===== config.mk =====
export PLATFORM = sky130hd
export DESIGN_NAME = mux_4_1_rr_arbiter
export DESIGN_NICKNAME = d
export VERILOG_FILES = /design/src/rtl/mux_4_1_rr_arbiter.sv
export SDC_FILE = /design/constraint.sdc
export NUM_CORES = 1
export LEC_CHECK = 0
export BUFFER_PORTS_ARGS = -buffer_cell sky130_fd_sc_hd__buf_4
export CORE_MARGIN = 2
export CORE_UTILIZATION = 25
export DETAILED_ROUTE_END_ITERATION = 6
export MAX_ROUTING_LAYER = met4
export PLACE_DENSITY = 0.52
export SYNTH_ARGS = -nofsm -noshare
export SYNTH_HDL_FRONTEND = slang
export SYNTH_SLANG_ARGS = --single-unit

===== constraint.sdc =====
create_clock -name clk -period 2.9 [get_ports clk]
set_input_delay 0.87 -clock clk [delete_from_list [all_inputs] [get_ports clk]]
set_output_delay 0.87 -clock clk [all_outputs]
set_load 0.01 [all_outputs]

===== src/rtl/mux_4_1_rr_arbiter.sv =====
// Round-robin arbiter in front of a shared 4:1 data mux.
// The grant and mux select are registered. The selected input is captured into
// a registered output together with a valid flag. A hold limit caps how long a
// single owner keeps the mux while other requesters are waiting.
module mux_4_1_rr_arbiter #(
  parameter int DATA_W   = 1,
  parameter int MAX_HOLD = 4
) (
  input  logic              clk,
  input  logic              rst_n,
  input  logic [3:0]        Data_req,
  input  logic [DATA_W-1:0] Data_in0,
  input  logic [DATA_W-1:0] Data_in1,
  input  logic [DATA_W-1:0] Data_in2,
  input  logic [DATA_W-1:0] Data_in3,
  output logic [3:0]        Data_gnt,
  output logic [1:0]        Data_sel,
  output logic [DATA_W-1:0] Data_out,
  output logic              Data_valid
);

  localparam int CNT_W = (MAX_HOLD > 1) ? $clog2(MAX_HOLD) : 1;
  localparam logic [CNT_W-1:0] HOLD_LAST = CNT_W'(MAX_HOLD - 1);

  typedef enum logic {
    IDLE  = 1'b0,
    GRANT = 1'b1
  } state_e;

  state_e             state_q, state_d;
  logic [1:0]         owner_q, owner_d;
  logic [1:0]         lastOwner_q, lastOwner_d;
  logic [CNT_W-1:0]   holdCnt_q, holdCnt_d;
  logic [3:0]         gnt_q, gnt_d;
  logic [1:0]         sel_q, sel_d;
  logic [DATA_W-1:0]  out_q, out_d;
  logic               valid_q, valid_d;

  logic [DATA_W-1:0]  selData;
  logic [3:0]         othersReq;
  logic               anyFree, anyOther;
  logic [1:0]         freeWin, otherWin;

  // Scans base+1, base+2, base+3, base+0 (mod 4) and returns {found, index}
  // of the first set request bit, so the most recent owner always comes last.
  function automatic logic [2:0] pick(input logic [3:0] req, input logic [1:0] base);
    logic       found;
    logic [1:0] win;
    logic [1:0] idx;
    found = 1'b0;
    win   = 2'd0;
    for (int i = 1; i <= 4; i++) begin
      idx = base + 2'(i);
      if (!found && req[idx]) begin
        found = 1'b1;
        win   = idx;
      end
    end
    return {found, win};
  endfunction

  function automatic logic [3:0] onehot(input logic [1:0] idx);
    return 4'b0001 << idx;
  endfunction

  // The mux is driven only from the registered select, never from the request inputs.
  always_comb begin
    selData = Data_in0;
    case (sel_q)
      2'd0: selData = Data_in0;
      2'd1: selData = Data_in1;
      2'd2: selData = Data_in2;
      2'd3: selData = Data_in3;
      default: selData = Data_in0;
    endcase
  end

  // Next-state logic: the release check takes precedence over the hold limit, and the hold limit over a normal beat.
  always_comb begin
    state_d     = state_q;
    owner_d     = owner_q;
    lastOwner_d = lastOwner_q;
    holdCnt_d   = holdCnt_q;
    gnt_d       = gnt_q;
    sel_d       = sel_q;
    out_d       = out_q;
    valid_d     = 1'b0;

    othersReq             = Data_req & ~onehot(owner_q);
    {anyFree, freeWin}    = pick(Data_req, lastOwner_q);
    {anyOther, otherWin}  = pick(othersReq, owner_q);

    case (state_q)
      IDLE: begin
        gnt_d = 4'b0000;
        if (anyFree) begin
          owner_d     = freeWin;
          lastOwner_d = freeWin;
          sel_d       = freeWin;
          gnt_d       = onehot(freeWin);
          holdCnt_d   = '0;
          state_d     = GRANT;
        end
      end
      GRANT: begin
        if (!Data_req[owner_q]) begin
          if (anyOther) begin
            owner_d     = otherWin;
            lastOwner_d = otherWin;
            sel_d       = otherWin;
            gnt_d       = onehot(otherWin);
            holdCnt_d   = '0;
          end else begin
            gnt_d   = 4'b0000;
            state_d = IDLE;
          end
        end else begin
          out_d   = selData;
          valid_d = 1'b1;
          if ((holdCnt_q == HOLD_LAST) && anyOther) begin
            owner_d     = otherWin;
            lastOwner_d = otherWin;
            sel_d       = otherWin;
            gnt_d       = onehot(otherWin);
            holdCnt_d   = '0;
          end else if (holdCnt_q != HOLD_LAST) begin
            holdCnt_d = holdCnt_q + 1'b1;
          end
        end
      end
      default: begin
        gnt_d   = 4'b0000;
        state_d = IDLE;
      end
    endcase
  end

  // State and output registers; reset clears everything at once, so a burst cut by reset leaves no trailing beat.
  always_ff @(posedge clk or negedge rst_n) begin
    if (!rst_n) begin
      state_q     <= IDLE;
      owner_q     <= 2'd0;
      lastOwner_q <= 2'd3;
      holdCnt_q   <= '0;
      gnt_q       <= 4'b0000;
      sel_q       <= 2'd0;
      out_q       <= '0;
      valid_q     <= 1'b0;
    end else begin
      state_q     <= state_d;
      owner_q     <= owner_d;
      lastOwner_q <= lastOwner_d;
      holdCnt_q   <= holdCnt_d;
      gnt_q       <= gnt_d;
      sel_q       <= sel_d;
      out_q       <= out_d;
      valid_q     <= valid_d;
    end
  end

  assign Data_gnt   = gnt_q;
  assign Data_sel   = sel_q;
  assign Data_out   = out_q;
  assign Data_valid = valid_q;

endmodule


==> metrics.cfg <==
[synth]
synth_area_leaders = dfrtp_1 27%, ha_1 6.2%, dfstp_2 5.2%
synth_area_mm2 = 0.00101
synth-edff-count = 0
ys.warnings.count = 0
netlist_instances = 107
yosysSeqAreaShare = 0.325
synth_top_area_share = 0.273
ys_async_sr_fraction = 1.00
synth_cell_types = 44
ys_dominant_reg_cell = dfrtp_1
syn-num-nets = 122
syn-mean-instance-area_um2 = 9.41
synth_top_area_cell = dfrtp_1
ys_ff_latch = 13

[sta]
fin_setup_tns_ns = 0
whs_ns = 0.456
rsz0062_at_grt = no
period_minus_slack_ns = 2.55
drv_slew = 0
worstMarginPinSlew_ns = 0.427
max_freq_mhz = 392
hold_viol = 0
post-route-period-util = 0.880
relSlewSlack = 0.715
skew_ns = 0.00614
setup_viol = 0

[power_and_ir_drop]
p_sw_mw = 0.635
leakage_nw = 0.549
p_per_area_mw_per_mm2 = 1160
p_int_mw = 0.788
swShare = 0.446
power_frac_comb = 0.621
p_seq_frac = 0.263
clock_power_share = 0.116
irDropWorstVdd_uv = 542

[floorplanning]
core-area_mm2 = 0.00394
io_pins = 18
num_rows = 23
die_h_um = 67.5
dieArea_mm2 = 0.00455
initial_core_util = 0.255
die_x_um = 67.5

[global_routing]
gr-usage-met3 = 0.0350
grt_pass1_wl_um = 3930
groute.usage.overall = 0.117
grt_overflow = 0
grtUsageMet1 = 0.167
met2_usage = 0.162
grt_pass1_vias = 841
grt_max_degree = 14
antenna_found_initial = 0
top_usage_layer = met1

[worst_setup_path]
crit_type = register to register
cp_max_fo = 11
worst_ep_arrival_time_ns = 2.67
reg2reg_from = Data_sel[0]
reg2reg_to = Data_gnt[1]
critPathSlowestCell = dfrtp_1
endpoint_kind = register
slowest_delay_ns = 0.60
critical_path.top_delay_family = compound AO/OA/AOI/OAI gates
critPathBufInv = 1
r2r_cells = 7
path_cells = inv_1 > ha_1 > nor3b_1 > a21oi_1 > a221o_1 > o21a_1 > a221o_1
rrSetupSlack_ns = 0.35
start_kind = register
cp.required_ns = 3.02
critPathMostFrequentCell = a221o_1

[placed_design]
place_area_mm2 = 0.00119
hpwlAfterDp_um = 1850
port_buffers = 17
globalplace.congestion = 0.801

[final_layout]
multi_input_area_um2 = 646
seq_area_um2 = 328
fin_nets = 143
fin_area_mm2 = 0.00123
layout_commonest_cell = buf_4
fillCellCount = 407
insertedDiodeCount = 0
final_layout_size_suffix_gt1_frac = 0.260
mostFrequentLayoutCells = 17 x buf_4, 11 x dfrtp_1, 11 x nor2_1
area_growth_pct = 22.2

[route]
final_antenna_net_count = 0
drt-total-wl_um = 2370
via_per_inst = 5.14
vias = 909
wl_per_cell_um = 13.4
drc_errors = 0
drtIter0Drc = 33
dr.pass1.iters = 4

[clocking]
cts_setup_buffers = 0
clk_latency_ns = 0.25
cts_resized = 0
cts_max_level = 1
numCtsBuffers = 3
cts_hold_buffers = 0
clockRootBuffer = clkbuf_8
clk_pin_slew_ns = 0.06
cts.sinks = 13
clock_path_buffers = 2
cts_tree = done

[outcome]
status = complete, no violations

[run]
cap_violations = 0

[hold_path]
hp-class = primary input to asynchronous set/reset pin

[power by group through the flow]
| stage | registers [mW] | clock network [mW] | logic, mW |
|---|---|---|---|
| 6_report | 0.374 | 0.165 | 0.883 |
| 5_1_grt | 0.390 | 0.177 | 0.990 |
| 4_1_cts | 0.375 | 0.168 | 0.888 |
| 3_3_place_gp | 0.374 | 0 | 0.861 |
| 2_1_floorplan | 0.366 | 0 | 0.658 |
| 3_5_place_dp | 0.378 | 0 | 0.879 |
[cells in the mapped netlist, drive strengths merged (3+ instances only)]
library cell,n
dfrtp,11
nor2,11
a21oi,9
nand2b,9
inv,6
nand2,6
ha,5
a221o,3
a22oi,3
mux2i,3
nand4,3
nor2b,3
nor3,3
[worst max-delay path by stage]
stage               slack [ns]     endpoint  cells after the start   startpoint
floorplan                 0.75  Data_gnt[1]                      8  Data_sel[0]
detailed placement        0.40  Data_gnt[1]                      7  Data_sel[0]
global route              0.24  Data_gnt[2]                      7  Data_sel[0]
finish                    0.35  Data_gnt[1]                      7  Data_sel[0]
global placement          0.43  Data_gnt[1]                      7  Data_sel[0]
CTS                       0.39  Data_gnt[1]                      7  Data_sel[0]
[routing by layer]
metal / wire length, um / vias to the layer above
met5: 0 / -
met4: 40 / 0
met3: 135 / 4
met2: 984 / 30
met1: 1210 / 436
li1: - / 439
[state kept, by name, summed over array words and instances, names as in the netlist]
signal	count
Data_out	1
Data_sel	2
Data_valid	1
Data_gnt	4
holdCnt_q	2
state_q	1
lastOwner_q	2
[cell families after synthesis]
group | synth area share
compound gates | 0.257
fa+ha+maj | 0.0621
flops | 0.325
simple gates | 0.255
mux | 0.0671
buf+inv | 0.0335
[metrics by stage]
step           setup WS (ns)  total power, mW  std cells   util
3_5_place_dp           0.397             1.26        173  0.301
4_1_cts                0.394             1.43        177  0.312
3_3_place_gp           0.426             1.23        173  0.301
5_1_grt                0.243             1.56        177  0.312
6_report               0.349             1.42        177  0.312
2_1_floorplan          0.748             1.02        107      -
[final cells by class]
type,count,share of cell area
Multi-Input combinational cell,87,0.524
Inverter,6,0.0183
Sequential cell,13,0.266
Clock buffer,4,0.0366
Tap cell,50,0.0508
Timing Repair Buffer,17,0.104
No activity file was read; power rests on OpenSTA's default activity.
